`src/rtl/y86_pkg.sv`:
```
// Shared Y86 encoding constants used by the fetch-side predictor.
package y86_pkg;

  localparam logic [3:0] ICODE_HALT   = 4'h0;
  localparam logic [3:0] ICODE_NOP    = 4'h1;
  localparam logic [3:0] ICODE_RRMOVQ = 4'h2;
  localparam logic [3:0] ICODE_IRMOVQ = 4'h3;
  localparam logic [3:0] ICODE_RMMOVQ = 4'h4;
  localparam logic [3:0] ICODE_MRMOVQ = 4'h5;
  localparam logic [3:0] ICODE_OPQ    = 4'h6;
  localparam logic [3:0] ICODE_JXX    = 4'h7;
  localparam logic [3:0] ICODE_CALL   = 4'h8;
  localparam logic [3:0] ICODE_RET    = 4'h9;
  localparam logic [3:0] ICODE_PUSHQ  = 4'hA;
  localparam logic [3:0] ICODE_POPQ   = 4'hB;

  localparam logic [3:0] JXX_UNCOND   = 4'h0;

endpackage

```
`src/rtl/y86_branch_predictor_if.sv`:
```
// Fetch / execute / back-end signals seen by the next-PC predictor.
// Handshake: inputs are sampled on every rising clock edge (no ready); f_valid qualifies
// the fetch group, e_bupd_valid the BHT update, redirect_valid the correction.
interface y86_branch_predictor_if #(
  parameter int ADDR_W    = 64,
  parameter int RAS_DEPTH = 8,
  parameter int CNT_W     = 32
);
  localparam int RC_W = $clog2(RAS_DEPTH) + 1;

  logic              f_valid;
  logic              f_stall;
  logic [ADDR_W-1:0] f_pc;
  logic [3:0]        f_icode;
  logic [3:0]        f_ifun;
  logic [ADDR_W-1:0] f_valC;
  logic [ADDR_W-1:0] f_valP;
  logic              e_bupd_valid;
  logic [ADDR_W-1:0] e_bupd_pc;
  logic              e_bupd_taken;
  logic              redirect_valid;
  logic [ADDR_W-1:0] redirect_pc;
  logic [ADDR_W-1:0] pc_pred;
  logic              pred_taken;
  logic              ret_miss;
  logic [RC_W-1:0]   ras_count;
  logic [CNT_W-1:0]  mispredict_cnt;

  modport master (
    output f_valid, f_stall, f_pc, f_icode, f_ifun, f_valC, f_valP,
           e_bupd_valid, e_bupd_pc, e_bupd_taken, redirect_valid, redirect_pc,
    input  pc_pred, pred_taken, ret_miss, ras_count, mispredict_cnt
  );

  modport slave (
    input  f_valid, f_stall, f_pc, f_icode, f_ifun, f_valC, f_valP,
           e_bupd_valid, e_bupd_pc, e_bupd_taken, redirect_valid, redirect_pc,
    output pc_pred, pred_taken, ret_miss, ras_count, mispredict_cnt
  );

endinterface

```
`src/rtl/y86_ras.sv`:
```
// Circular return address stack: when full, a push overwrites the oldest entry.
module y86_ras #(
  parameter int RAS_DEPTH = 8,
  parameter int ADDR_W    = 64
) (
  input  logic                         clock,
  input  logic                         reset,
  input  logic                         push,
  input  logic                         pop,
  input  logic                         clear,
  input  logic [ADDR_W-1:0]            push_data,
  output logic [ADDR_W-1:0]            top,
  output logic [$clog2(RAS_DEPTH):0]   count
);
  localparam int PTR_W = $clog2(RAS_DEPTH);
  localparam int RC_W  = PTR_W + 1;

  logic [ADDR_W-1:0] mem_q [RAS_DEPTH];
  logic [ADDR_W-1:0] mem_d [RAS_DEPTH];
  logic [PTR_W-1:0]  ptr_q, ptr_d;
  logic [RC_W-1:0]   count_q, count_d;

  // ptr_q is the next free slot; the newest entry sits just below it (mod depth).
  always_comb begin
    for (int i = 0; i < RAS_DEPTH; i++) mem_d[i] = mem_q[i];
    ptr_d   = ptr_q;
    count_d = count_q;
    if (clear) begin
      ptr_d   = '0;
      count_d = '0;
    end else if (push) begin
      mem_d[ptr_q] = push_data;
      ptr_d        = ptr_q + 1'b1;
      if (count_q != RC_W'(RAS_DEPTH)) count_d = count_q + 1'b1;
    end else if (pop && (count_q != '0)) begin
      ptr_d   = ptr_q - 1'b1;
      count_d = count_q - 1'b1;
    end
  end

  always_ff @(posedge clock or posedge reset) begin
    if (reset) begin
      ptr_q   <= '0;
      count_q <= '0;
    end else begin
      ptr_q   <= ptr_d;
      count_q <= count_d;
    end
  end

  always_ff @(posedge clock) begin
    for (int i = 0; i < RAS_DEPTH; i++) mem_q[i] <= mem_d[i];
  end

  assign top   = mem_q[ptr_q - 1'b1];
  assign count = count_q;

endmodule

```
`src/rtl/y86_branch_predictor.sv`:
```
// Next-PC predictor: bimodal BHT for jXX, circular RAS for call/ret, back-end redirect.
module y86_branch_predictor
  import y86_pkg::*;
#(
  parameter int              ADDR_W    = 64,
  parameter int              BHT_DEPTH = 64,
  parameter int              RAS_DEPTH = 8,
  parameter logic [ADDR_W-1:0] RESET_PC = '0,
  parameter int              CNT_W     = 32
) (
  input  logic                   clock,
  input  logic                   reset,
  y86_branch_predictor_if.slave  bus
);
  localparam int IDX_W = $clog2(BHT_DEPTH);
  localparam int RC_W  = $clog2(RAS_DEPTH) + 1;

  logic [ADDR_W-1:0] pc_q, pc_d;
  logic              pred_taken_q, pred_taken_d;
  logic              ret_miss_q, ret_miss_d;
  logic [CNT_W-1:0]  mis_cnt_q, mis_cnt_d;
  logic [1:0]        bht_q [BHT_DEPTH];
  logic [1:0]        bht_d [BHT_DEPTH];

  logic              ras_push, ras_pop, ras_clear;
  logic [ADDR_W-1:0] ras_top;
  logic [RC_W-1:0]   ras_count;

  logic [IDX_W-1:0]  rd_idx, upd_idx;
  logic [1:0]        rd_cnt;

  logic unused_addr_bits;
  assign unused_addr_bits = ^{bus.f_pc[ADDR_W-1:IDX_W], bus.e_bupd_pc[ADDR_W-1:IDX_W]};

  assign rd_idx  = bus.f_pc[IDX_W-1:0];
  assign upd_idx = bus.e_bupd_pc[IDX_W-1:0];
  // Read from the registered array so a same-cycle update is not visible yet.
  assign rd_cnt  = bht_q[rd_idx];

  always_comb begin
    pc_d         = pc_q;
    pred_taken_d = pred_taken_q;
    ret_miss_d   = ret_miss_q;
    mis_cnt_d    = mis_cnt_q;
    ras_push     = 1'b0;
    ras_pop      = 1'b0;
    ras_clear    = 1'b0;
    if (bus.redirect_valid) begin
      pc_d         = bus.redirect_pc;
      pred_taken_d = 1'b0;
      ret_miss_d   = 1'b0;
      ras_clear    = 1'b1;
      if (mis_cnt_q != '1) mis_cnt_d = mis_cnt_q + CNT_W'(1);
    end else if (bus.f_stall) begin
      pc_d = pc_q;
    end else if (!bus.f_valid) begin
      pc_d         = bus.f_valP;
      pred_taken_d = 1'b0;
      ret_miss_d   = 1'b0;
    end else begin
      pc_d         = bus.f_valP;
      pred_taken_d = 1'b0;
      ret_miss_d   = 1'b0;
      case (bus.f_icode)
        ICODE_JXX: begin
          if ((bus.f_ifun == JXX_UNCOND) || rd_cnt[1]) begin
            pc_d         = bus.f_valC;
            pred_taken_d = 1'b1;
          end
        end
        ICODE_CALL: begin
          pc_d     = bus.f_valC;
          ras_push = 1'b1;
        end
        ICODE_RET: begin
          if (ras_count != '0) begin
            pc_d    = ras_top;
            ras_pop = 1'b1;
          end else begin
            ret_miss_d = 1'b1;
          end
        end
        default: pc_d = bus.f_valP;
      endcase
    end
  end

  always_comb begin
    for (int i = 0; i < BHT_DEPTH; i++) bht_d[i] = bht_q[i];
    if (bus.e_bupd_valid) begin
      if (bus.e_bupd_taken && (bht_q[upd_idx] != 2'b11))
        bht_d[upd_idx] = bht_q[upd_idx] + 2'b01;
      else if (!bus.e_bupd_taken && (bht_q[upd_idx] != 2'b00))
        bht_d[upd_idx] = bht_q[upd_idx] - 2'b01;
    end
  end

  always_ff @(posedge clock or posedge reset) begin
    if (reset) begin
      pc_q         <= RESET_PC;
      pred_taken_q <= 1'b0;
      ret_miss_q   <= 1'b0;
      mis_cnt_q    <= '0;
      for (int i = 0; i < BHT_DEPTH; i++) bht_q[i] <= 2'b01;
    end else begin
      pc_q         <= pc_d;
      pred_taken_q <= pred_taken_d;
      ret_miss_q   <= ret_miss_d;
      mis_cnt_q    <= mis_cnt_d;
      for (int i = 0; i < BHT_DEPTH; i++) bht_q[i] <= bht_d[i];
    end
  end

  y86_ras #(
    .RAS_DEPTH (RAS_DEPTH),
    .ADDR_W    (ADDR_W)
  ) u_ras (
    .clock     (clock),
    .reset     (reset),
    .push      (ras_push),
    .pop       (ras_pop),
    .clear     (ras_clear),
    .push_data (bus.f_valP),
    .top       (ras_top),
    .count     (ras_count)
  );

  assign bus.pc_pred        = pc_q;
  assign bus.pred_taken     = pred_taken_q;
  assign bus.ret_miss       = ret_miss_q;
  assign bus.ras_count      = ras_count;
  assign bus.mispredict_cnt = mis_cnt_q;

endmodule

```
`src/flat_wrapper.sv`:
```
// flat-port wrapper written by rule: the top's interface ports become plain ports
module y86_branch_predictor_flat import y86_pkg::*;
#(
  parameter int              ADDR_W    = 64,
  parameter int              BHT_DEPTH = 64,
  parameter int              RAS_DEPTH = 8,
  parameter logic [ADDR_W-1:0] RESET_PC = '0,
  parameter int              CNT_W     = 32
)
  (clock, reset, bus_f_valid, bus_f_stall, bus_f_pc, bus_f_icode, bus_f_ifun, bus_f_valC, bus_f_valP, bus_e_bupd_valid, bus_e_bupd_pc, bus_e_bupd_taken, bus_redirect_valid, bus_redirect_pc, bus_pc_pred, bus_pred_taken, bus_ret_miss, bus_ras_count, bus_mispredict_cnt);
  y86_branch_predictor_if #(.ADDR_W(ADDR_W), .RAS_DEPTH(RAS_DEPTH), .CNT_W(CNT_W)) bus_i ();
  input  logic clock;
  input  logic reset;
  input wire logic [$bits(bus_i.f_valid)-1:0] bus_f_valid;
  input wire logic [$bits(bus_i.f_stall)-1:0] bus_f_stall;
  input wire logic [$bits(bus_i.f_pc)-1:0] bus_f_pc;
  input wire logic [$bits(bus_i.f_icode)-1:0] bus_f_icode;
  input wire logic [$bits(bus_i.f_ifun)-1:0] bus_f_ifun;
  input wire logic [$bits(bus_i.f_valC)-1:0] bus_f_valC;
  input wire logic [$bits(bus_i.f_valP)-1:0] bus_f_valP;
  input wire logic [$bits(bus_i.e_bupd_valid)-1:0] bus_e_bupd_valid;
  input wire logic [$bits(bus_i.e_bupd_pc)-1:0] bus_e_bupd_pc;
  input wire logic [$bits(bus_i.e_bupd_taken)-1:0] bus_e_bupd_taken;
  input wire logic [$bits(bus_i.redirect_valid)-1:0] bus_redirect_valid;
  input wire logic [$bits(bus_i.redirect_pc)-1:0] bus_redirect_pc;
  output wire logic [$bits(bus_i.pc_pred)-1:0] bus_pc_pred;
  output wire logic [$bits(bus_i.pred_taken)-1:0] bus_pred_taken;
  output wire logic [$bits(bus_i.ret_miss)-1:0] bus_ret_miss;
  output wire logic [$bits(bus_i.ras_count)-1:0] bus_ras_count;
  output wire logic [$bits(bus_i.mispredict_cnt)-1:0] bus_mispredict_cnt;
  assign bus_i.f_valid = bus_f_valid;
  assign bus_i.f_stall = bus_f_stall;
  assign bus_i.f_pc = bus_f_pc;
  assign bus_i.f_icode = bus_f_icode;
  assign bus_i.f_ifun = bus_f_ifun;
  assign bus_i.f_valC = bus_f_valC;
  assign bus_i.f_valP = bus_f_valP;
  assign bus_i.e_bupd_valid = bus_e_bupd_valid;
  assign bus_i.e_bupd_pc = bus_e_bupd_pc;
  assign bus_i.e_bupd_taken = bus_e_bupd_taken;
  assign bus_i.redirect_valid = bus_redirect_valid;
  assign bus_i.redirect_pc = bus_redirect_pc;
  assign bus_pc_pred = bus_i.pc_pred;
  assign bus_pred_taken = bus_i.pred_taken;
  assign bus_ret_miss = bus_i.ret_miss;
  assign bus_ras_count = bus_i.ras_count;
  assign bus_mispredict_cnt = bus_i.mispredict_cnt;
  y86_branch_predictor #(.ADDR_W(ADDR_W), .BHT_DEPTH(BHT_DEPTH), .RAS_DEPTH(RAS_DEPTH), .RESET_PC(RESET_PC), .CNT_W(CNT_W)) u_core (.clock(clock), .reset(reset), .bus(bus_i));
endmodule
```
`config.mk`:
```
export PLATFORM = sky130hd
export DESIGN_NAME = y86_branch_predictor_flat
export DESIGN_NICKNAME = d
export VERILOG_FILES = /design/src/rtl/y86_pkg.sv /design/src/rtl/y86_branch_predictor_if.sv /design/src/rtl/y86_ras.sv /design/src/rtl/y86_branch_predictor.sv /design/src/flat_wrapper.sv
export SDC_FILE = /design/constraint.sdc
export NUM_CORES = 1
export LEC_CHECK = 0
export CORE_MARGIN = 2
export CORE_UTILIZATION = 50
export DETAILED_ROUTE_END_ITERATION = 6
export GPL_TIMING_DRIVEN = 0
export PLACE_DENSITY = 0.73
export SLEW_MARGIN = 20
export SYNTH_ARGS = -nofsm -noshare
export SYNTH_HDL_FRONTEND = slang
export SYNTH_HIERARCHICAL = 1
export SYNTH_SLANG_ARGS = --single-unit
```
`constraint.sdc`:
```
create_clock -name clock -period 11.17 [get_ports clock]
set_clock_uncertainty 0.05 [all_clocks]
set_input_delay 2.234 -clock clock [delete_from_list [all_inputs] [get_ports clock]]
set_output_delay 2.234 -clock clock [all_outputs]
set_load 0.01 [all_outputs]
```
; Word-level counts from Yosys, hierarchy flattened
; Memory sizes are Yosys's and may differ from the RTL's.
; Cells that the tools add are included.
[word_totals]
ff_bits = 233
latch_bits = 0
ramBits = 512
rom_bits = 0
wordCells = 159
memories = 1
[op_classes]
n_addsub = 7
mul = 0
div_mod_pow = 0
magnitude_cmp = 5
eq_ne = 8
shift = 0
muxes = 50
bitwise_logic = 3
reduce_logical = 15
[mem_list]
columns = name, words, width, read_ports, rd_ports_with_merged_regs, wr, line
row1 = u_core.u_ras.mem_q, 8, 64, 9, 0, 8, y86_ras.sv:18  ; logic [ADDR_W-1:0] mem_q [RAS_DEPTH];
[ops]
columns = operator, n
row1 = $mux 512, 2
row2 = $bwmux 512, 1
row3 = $mux 64, 6
row4 = $bwmux 128, 2
row5 = $mux 128, 2
row6 = $demux 64 s3, 1
row7 = $pmux 64 s3, 1
row8 = $add 32x1->32 const B, 1
row9 = $ne 32x32->1 const B, 1
row10 = $bmux 2 s6, 2
row11 = $mux 1, 20
row12 = $mux 4, 4
row13 = $ge 7x7->1 const B, 2
row14 = $not 6->7, 2
row15 = $demux 2 s6, 1
row16 = $mux 2, 5
row17 = $mux 3, 3
row18 = $eq 4x4->1 const B, 2
row19 = $lt 7x1->1 const B, 1
row20 = $reduce_and 2->1, 3
row21 = $logic_and 1x1->1, 5
row22 = $add 4x1->4 const B, 1
row23 = $eq 4x3->1 const B, 1
row24 = $ge 4x4->1 const B, 1
row25 = other kinds (17), 18

; Longest topological paths before layout
[logic_depth]
depth_word = 10
mapped_depth = 18
ltp_nobuf = 15

; Modules after synthesis
; The synthesis kept the hierarchy.
[modules_own_cells]
columns = module, instances, cells_per_inst, area_each_um2, seq_area_each_um2
row1 = y86_ras, 1, 813, 19767.7, 15549.9
row2 = y86_branch_predictor, 1, 1490, 14642.8, 5735.5

; Least setup slack after synthesis
; Ideal clock, no wire load.
[synth_timing]
path_kind = input -> register
from = input port bus_f_icode[1]
to = memory u_core.u_ras.mem_q[0][0], enable pin
arrival_time_ps = 8482
t_required_ps = 10555
path_slack_ps = 2073
cell_stages = 9
path_buffers = 3
path_cell_list = nor3b_1 > nor2b_1 > clkbuf_1 > clkbuf_1 > and3_1 > buf_2 > inv_1 > or3_1 > nor3_1
[synth_lines]
columns = element, line
row1 = "start, declared", flat_wrapper.sv:17  ; input wire logic [$bits(bus_i.f_icode)-1:0] bus_f_icode;
row2 = "end, declared", y86_ras.sv:18

==> results.txt <==
----------------------------------------------------
[Outcome]
  Result of the run ... complete, no violations

[Final layout]
  Most common library cell in the layout ignoring fill and taps ... sky130_fd_sc_hd__edfxtp_1
  Total Nets Final ... 3085
  FF/Latch Area ... ~21000 um^2
  Fill count ... ~5k
  Share of final-layout standard cells stronger than drive strength 1 ... 0.242
  Area taken by multi-input logic gates ... 12400 um^2
  Commonest cells after routing, fill and taps aside ... sky130_fd_sc_hd__edfxtp_1, sky130_fd_sc_hd__clkdlybuf4s50_1, sky130_fd_sc_hd__mux2_2
  Finished Cell Area ... 42100 um^2
  Signed area change from the synthesized netlist to the final layout ... 22.2%

[Logic synthesis]
  Cell count after synthesis ... 2303
  Mean area per synthesized cell ... 14.9 um^2
  Cell type with the highest aggregate area in the netlist ... sky130_fd_sc_hd__edfxtp_1
  Fraction of the yosys area taken by sequential cells ... 0.619
  Total of flip-flops plus latches after synthesis ... 745
  Yosys warnings ... 6
  Post-synth EDFFs ... 512
  Cell Area, Synth ... roughly 34000 um^2
  Post-synth top flop ... sky130_fd_sc_hd__edfxtp_1
  Main area contributors after synthesis ... sky130_fd_sc_hd__edfxtp_1, sky130_fd_sc_hd__dfrtp_1, sky130_fd_sc_hd__mux4_2
  Fraction of synthesized cell area taken by the top area cell type ... 0.447
  Number of distinct library cell variants in the gate-level netlist after synthesis ... 67
  Async set-reset flop share out of synthesis ... 0.313
  Number of nets produced by synthesis ... approximately 2.6k

[Clock network]
  Root buffer cell ... sky130_fd_sc_hd__clkbuf_16
  Clock transition at the registers of the reported paths ... 0.06 ns
  Post-CTS setup buffer count ... 0
  CTS tree ... yes
  Sinks on Clock Net ... around 750
  Hold buffers post-CTS ... 0
  Largest buffer count on any clock path ... 3
  Number of gates resized after cts ... 0
  Deepest level of the CTS H-tree ... 3
  Clock buffers created by TritonCTS ... 77
  Clock latency reported for the late side of the worst-skew pair ... approximately 0.63 ns

[Critical path]
  Number of cells traversed by the worst register-to-register path ... 15
  Type of element launching the critical path ... input pin
  Reg-to-reg setup timing slack ... 6.36 ns
  Worst path arrival time ... approximately 8 ns
  Cell with the largest stage delay on the worst path ... sky130_fd_sc_hd__nor3_2
  R2R Path End ... u_core/bht_q[33]
  Worst Setup Path Type ... input pin to flip-flop
  Cells along the critical path ... clkdlybuf4s50_1, clkbuf_1, clkbuf_1, nor2_1, clkbuf_1, clkbuf_1, and3_1, buf_2, inv_1, or3_1, nor3_2, buf_4, buf_6, buf_6, buf_4, buf_4, buf_4
  Critical path peak fanout ... 10
  Crit. End Element ... flip-flop
  Slowest Stage Delay on Critical Path ... roughly 0.66 ns
  Endpoint required time on the critical path ... 11.46 ns

[Min path]
  Capture endpoint of the worst hold path ... u_core/bus.mispredict_cnt[7]
  Cells on Worst Hold Path ... 1
  Beginning of the worst hold path ... u_core/bus.mispredict_cnt[7]
  Classification of the worst-slack hold path ... flip-flop to flip-flop

[Power and ir drop]
  Static power due to leakage ... 14.6 nW
  Net switching power figure ... 1.57 mW
  Power per cell area ... between 150 and 200 nW/um^2
  Total power consumption of the routed design ... 6.45 mW
  Switching portion of total power ... 0.244
  Combinational Power Share ... 0.112
  Part of the power in registers ... 0.491
  Part of the power in the clock network ... 0.397
  Pint ... 4.88 mW
  Max VDD drop ... 0.128 mV

[Route]
  Number of vias per cell after detailed routing ... 6.50
  Iteration-0 DRC Markers ... between 2k and 3k
  Number of remaining DRC errors ... 0
  Detailed Routing Iterations Pass 1 ... 6
  Total via count after detailed routing ... 24.0k
  WL final ... about 110 mm
  Post-route antenna net violation count ... 0
  Per-cell routed wire length ... 28.9 um

[Placed design]
  Number of I/O port buffers ... roughly 320
  Sum of net half-perimeters after detailed placement ... 74.1 mm
  Placer's final routability congestion estimate ... 0.917
  Cell area reported after detailed placement ... 39500 um^2

[Timing]
  Highest clock rate ... 0.129 GHz
  RSZ-0062 raised after global routing ... no
  Share of the cycle needed by the critical path after routing ... 0.692
  Slew at the pin closest to its max-slew limit ... between 1 and 1.5 ns
  Final number of max-transition violations ... 0
  Min cycle time layout ... 7.73 ns
  Endpoints failing setup ... 0
  Relative slew slack ... 0.227
  Hold Vio Cnt, Final ... 0

[Global route]
  Met1 track demand over resource in global routing ... 0.383
  Vias in the first global route ... 24.0k
  Largest net degree at the start of global routing ... 88
  Met2 usage ... 0.484
  First-pass GRT wire length ... roughly 150 mm
  Layer with the highest usage ... met2
  Global-route track usage on met3 ... 0.0701
  Gr usage total ... 0.299
  Antenna violations before repair ... 11
  Overall overflow remaining after global route ... 0

[Run]
  Max-cap viol count ... 0

[Die]
  Area inside the core boundary ... 68300 um^2
  Num ports ... 437
  Width of the chip ... 266 um
  Height of the chip ... 266 um
  Number of rows created at floorplan ... 96
  Overall die area ... 70900 um^2
  Starting density of the core ... 0.503

----------------------------------------------------
==> worst max path at each step <==
stage / slack [ns] / cells past startpoint / start / end
4_1_cts: 3.60 / 17 / bus_redirect_valid / u_core/u_ras/mem_q[0][33]
6_report: 3.44 / 17 / bus_redirect_valid / u_core/u_ras/mem_q[0][45]
3_3_place_gp: -4.27 / 11 / bus_redirect_valid / u_core/u_ras/mem_q[0][37]
3_5_place_dp: 2.94 / 17 / bus_redirect_valid / u_core/u_ras/mem_q[0][37]
2_1_floorplan: 2.07 / 9 / bus_f_icode[1] / u_core/u_ras/mem_q[0][0]
5_1_grt: 3.24 / 17 / bus_redirect_valid / u_core/u_ras/mem_q[0][33]
==> cells in the mapped netlist (all sizes together) (38+ instances only) <==
master	n
edfxtp	512
mux2	228
nor2	194
dfrtp	169
mux4	150
a21oi	108
clkbuf	103
nand2	99
dfstp	64
mux2i	55
buf	52
nor2b	50
o31a	42
a22oi	41
nor3	38
==> state kept, by name (all words and copies together), names as in the netlist, named ones only <==
name and count:
u_core/bht_q 64, u_core/bus.mispredict_cnt 32, u_core/bus.pc_pred 64, u_core/bus.pred_taken 1
u_core/bus.ret_miss 1, u_core/u_ras/count 4, u_core/u_ras/mem_q 512, u_core/u_ras/ptr_q 3
==> through the flow <==
step / hold WS, ns / setup TNS, ns / utilization / instances / worst slack [ns]
floorplan: 0.442 / 0 / - / 2303 / 2.07
detailed placement: 0.430 / 0 / 0.578 / 3545 / 2.94
global route: 0.461 / 0 / 0.615 / 3689 / 3.24
finish: 0.441 / 0 / 0.615 / 3690 / 3.44
global placement: 0.428 / -814.00 / 0.566 / 3500 / -4.27
CTS: 0.438 / 0 / 0.615 / 3688 / 3.60
==> metal layers <==
metal,part of all wire,routed length [um]
met1,0.37,39000
met2,0.47,50600
met3,0.11,11600
met4,0.051,5490
met5,0.00088,94
==> kinds of logic after synthesis <==
family | synth area share
xor+xnor | 0.00989
flops | 0.619
fa+ha+maj | 0.00313
simple gates | 0.0637
buf+inv | 0.0227
compound gates | 0.0933
mux | 0.189
==> cell type report <==
| type | count | share of cell area |
|---|---|---|
| Antenna cell | 2 | 0.000119 |
| Buffer | 155 | 0.0171 |
| Clock buffer | 113 | 0.0514 |
| Clock inverter | 30 | 0.00818 |
| Inverter | 16 | 0.00161 |
| Multi-Input combinational cell | 1387 | 0.295 |
| Sequential cell | 745 | 0.506 |
| Tap cell | 882 | 0.0262 |
| Timing Repair Buffer | 360 | 0.0938 |
==> power groups by stage <==
stage               registers [mW]  clock network, mW  logic (mW)
finish                        3.17               2.56       0.723
global route                  3.18               2.70       0.764
CTS                           3.17               2.59       0.712
detailed placement            3.22                  0       0.708
global placement              3.22                  0       0.683
floorplan                     3.21                  0       0.355
==> worst max-delay path: cells and delay by family <==
kind                   cells  cell delay, ns
and+or+nand+nor            4            1.88
buffers and inverters     13            3.87
Power figures use the tool's default switching activity.
==> variant 1, RTL diff (same flow settings) <==
`ADDR_W` is set to 64 in 4 places; all go to 72.
--- a/src/rtl/y86_branch_predictor_if.sv
+++ b/src/rtl/y86_branch_predictor_if.sv
@@ -3,5 +3,5 @@
 // the fetch group, e_bupd_valid the BHT update, redirect_valid the correction.
 interface y86_branch_predictor_if #(
-  parameter int ADDR_W    = 64,
+  parameter int ADDR_W    = 72,
   parameter int RAS_DEPTH = 8,
   parameter int CNT_W     = 32
--- a/src/rtl/y86_ras.sv
+++ b/src/rtl/y86_ras.sv
@@ -2,5 +2,5 @@
 module y86_ras #(
   parameter int RAS_DEPTH = 8,
-  parameter int ADDR_W    = 64
+  parameter int ADDR_W    = 72
 ) (
   input  logic                         clock,
--- a/src/rtl/y86_branch_predictor.sv
+++ b/src/rtl/y86_branch_predictor.sv
@@ -3,5 +3,5 @@
   import y86_pkg::*;
 #(
-  parameter int              ADDR_W    = 64,
+  parameter int              ADDR_W    = 72,
   parameter int              BHT_DEPTH = 64,
   parameter int              RAS_DEPTH = 8,
--- a/src/flat_wrapper.sv
+++ b/src/flat_wrapper.sv
@@ -2,5 +2,5 @@
 module y86_branch_predictor_flat import y86_pkg::*;
 #(
-  parameter int              ADDR_W    = 64,
+  parameter int              ADDR_W    = 72,
   parameter int              BHT_DEPTH = 64,
   parameter int              RAS_DEPTH = 8,
Ports: changed (6 resized); port bits go from 437 to 485. The function was not compared with the original's and may differ.
==> variant 1 against the unedited design <==
  * Synthesized area rose by 11%
  * Setup slack improved by 0.10 ns
  * Combinational power grew 15%
  * Total power rose by 12%
  * Register-to-register slack worse by 0.23 ns
  * Final area up 11%
  * Sequential cell count up 72
  * Highest routed layer unchanged
  * Routed wire length up 8.8%
==> variant 1: results (changes against the unedited design) <==
stage,metric,value,unit,change
outcome,status,completed,,
worst_setup_path,cp.arrival,7.90,ns,-0.12 ns
placed_design,dp_cells,3874,,+9.3%
cells_and_area,fin_nets,3367,,+9.1%
power_and_ir_drop,leakage,16.25,nW,+11%
yosys,synth_xor_area_share,0.8720,%,-0.12 points
yosys,syn_nets,2881,,+8.9%
cells_and_area,seq_cells,817,,+9.7%
cells_and_area,fill_cells,5467,,+11%
cells_and_area,nNonClkBuffers,593,,+15%
worst_hold_path,holdPathEnd,u_core/bus.mispredict_cnt[21]$_DFFE_PP0P_,,
detailed_routing,wl_met3,10.58,mm,-8.5%
worst_setup_path,worst-r2r-setup-slack,6.13,ns,-0.23 ns
power_and_ir_drop,pg_seq,3.48,mW,+9.8%
detailed_routing,wirelength,116.2,mm,+8.8%
clock_tree,numCtsBuffers,86,,+12%
cells_and_area,area.share.sequential,50.14,%,-0.48 points
yosys,synth_compound_gate_area_share,13.16,%,+3.8 points
cells_and_area,non_clock_inverter_count,90,,+74
placed_design,port-buffer-count,349,,+11%
global_routing,antenna_found_initial,12,,+1
power_and_ir_drop,seq_power_share,48.2,%,-0.9 points
detailed_routing,vias,26201,,+9.2%
detailed_routing,met2WireLength,55.91,mm,+11%
global_routing,use_met3,6.961,%,-0.053 points
yosys,synthTopCellsByArea,"edfxtp_1, dfrtp_1, mux4_2",,
global_routing,grtUsageMet1,38.58,%,+0.24 points
placed_design,pre_cts_slack,2.886,ns,-0.05382 ns
placed_design,hpwl,79.61,mm,+7.4%
global_routing,grtUsageTotal,29.52,%,-0.34 points
yosys,synthMuxAreaShare,16.57,%,-2.3 points
power_and_ir_drop,comb-power,0.831,mW,+15%
-- variant 1: worst max-delay path: stages --
cell             delay, ns
clkdlybuf4s50_1       0.49
clkbuf_2              0.48
clkbuf_2              0.52
clkbuf_1              0.43
nor2_1                0.23
clkbuf_2              0.50
clkbuf_1              0.48
nand2_1               0.11
nor2_1                0.28
buf_2                 0.27
nand3b_1              0.33
nor3_2                0.68
buf_6                 0.23
buf_6                 0.15
buf_4                 0.22
buf_4                 0.23
-- variant 1: cells by family (layout without fill, tap and decap cells) --
| kind of cell | after synthesis | in the layout |
|---|---|---|
| DFF | 817 | 817 |
| AOI/OAI and AO/OA | 591 | 591 |
| muxes | 398 | 398 |
| and+or+nand+nor | 361 | 361 |
| buffers and inverters | 285 | 843 |
| xor gates and xnor gates | 38 | 38 |
| adders and majority gates | 8 | 8 |
| other | 0 | 3 |
==> variant 2, RTL diff (same settings) <==
Without the edit above. Make the reset (`reset`) synchronous in 2 clocked blocks.
--- a/src/rtl/y86_ras.sv
+++ b/src/rtl/y86_ras.sv
@@ -39,5 +39,5 @@
   end
 
-  always_ff @(posedge clock or posedge reset) begin
+  always_ff @(posedge clock) begin
     if (reset) begin
       ptr_q   <= '0;
--- a/src/rtl/y86_branch_predictor.sv
+++ b/src/rtl/y86_branch_predictor.sv
@@ -96,5 +96,5 @@
   end
 
-  always_ff @(posedge clock or posedge reset) begin
+  always_ff @(posedge clock) begin
     if (reset) begin
       pc_q         <= RESET_PC;
Function: not settled (the Yosys comparison gave no result); the edit may change what the design does.
==> variant 2 against the unedited design <==
  * The flow now finishes with violations (DRC)
  * Setup slack better by 0.049 ns
  * Routed wire length grew 0.18%
  * Final area shrank 2.4%
  * Fmax rose by 0.63%
  * Total power decreased by 7.9%
  * Sequential cell count stayed put
  * Final cell count up 1.4%
  * Synthesized area decreased by 2.8%
  * Sequential share of layout area is 1.8 points lower
  * Critical path type unchanged
  * Highest routed layer unchanged
==> variant 2: results (changes against the unedited design) <==
stage,metric,value,unit,change
worst_setup_path,cp.arrival,8.13,ns,+0.11 ns
yosys,yosysUniqueCellTypes,71,,+6.0%
outcome,violations,DRC,,
placed_design,dp_cells,3597,,+1.5%
yosys,synthAdderAreaFrac,0.3216,%,+0.0089 points
detailed_routing,viasPerCell,6.664,,+2.5%
cells_and_area,drive_above_1_share,15.83,%,-8.3 points
power_and_ir_drop,comb-power,0.380,mW,-47%
yosys,ys_seq_area_share,59.90,%,-2.0 points
cells_and_area,finalCoreUtilization,62.21,%,+0.68 points
global_routing,use_met2,48.58,%,+0.16 points
yosys,synthTopCellsByArea,"edfxtp_1, dfxtp_1, mux4_2",,
yosys,synth_compound_gate_area_share,13.06,%,+3.7 points
yosys,synth_common_cells,"edfxtp_1, dfxtp_1, nand2_1",,
yosys,synthMuxAreaShare,14.63,%,-4.2 points
global_routing,use_met3,9.548,%,+2.5 points
global_routing,grtUsageMet1,38.97,%,+0.63 points
global_routing,antenna_found_initial,9,,-2
global_routing,grt_pass1_wl,158.4,mm,+2.3%
worst_setup_path,slowest_stage,nor2_1,,
outcome,status,"finished, violations left",,
yosys,async_flop_share,0,%,-31 points
power_and_ir_drop,ir_worst_vdd,0.0001165,V,-9.3%
timing,slew_headroom,16.39,%,-6.3 points
placed_design,placed_area,38510,um^2,-2.6%
power_and_ir_drop,p_sw_share,21.76,%,-2.6 points
detailed_routing,drc_errors,1,,+1
detailed_routing,vias,24938,,+3.9%
cells_and_area,fill_cells,4779,,-3.1%
detailed_routing,wirelength,106.9,mm,+0.18%
==> variant 2: worst paths after layout <==
kind / endpoint / cells after the start / from / slack [ns]
worst max-delay path: flop / 17 / bus_e_bupd_pc[2] / 3.49
worst min-delay path: u_core/bus.pred_taken$_SDFFE_PP0N_ / 2 / u_core/bus.pred_taken$_SDFFE_PP0N_ / 0.44
worst max register to register: flop / 15 / flop / 5.91
worst min register to register: u_core/bus.pred_taken$_SDFFE_PP0N_ / 2 / u_core/bus.pred_taken$_SDFFE_PP0N_ / 0.44
==> variant 2: layout make-up <==
| cell class | instances | area [um^2] | area share [%] |
|---|---|---|---|
| Sequential cell | 745 | 20040 | 48.82 |
| Clock buffer | 109 | 2192 | 5.340 |
| Inverter | 7 | 26.28 | 0.06401 |
| Antenna cell | 4 | 10.01 | 0.02439 |
| Clock inverter | 32 | 325.3 | 0.7925 |
| Buffer | 217 | 1096 | 2.670 |
| Multi-Input combinational cell | 1405 | 12390 | 30.17 |
| Timing Repair Buffer | 359 | 3891 | 9.480 |
| Tap cell | 864 | 1081 | 2.634 |
==> variant 2: worst reg2reg max path, cell delays in order (launching register included) <==
cell and delay [ns]:
dfxtp_1 0.34, nor4b_1 0.06, or4_1 0.52, o31a_1 0.29, or4_4 0.51, nor3_4 0.23, inv_2 0.17, buf_6 0.18
ha_1 0.20, nor2_1 0.10, o21ai_1 0.18, nor2_1 0.76, clkbuf_1 0.75, nand2_1 0.25, and2_1 0.24, a311o_1 0.31
==> variant 2: metal layers <==
layer  up-vias  share of wire (%)
met5         -              0.075
met4        12                4.1
met2      1769                 46
li1      10483                  -
met1     12304                 37
met3       370                 13
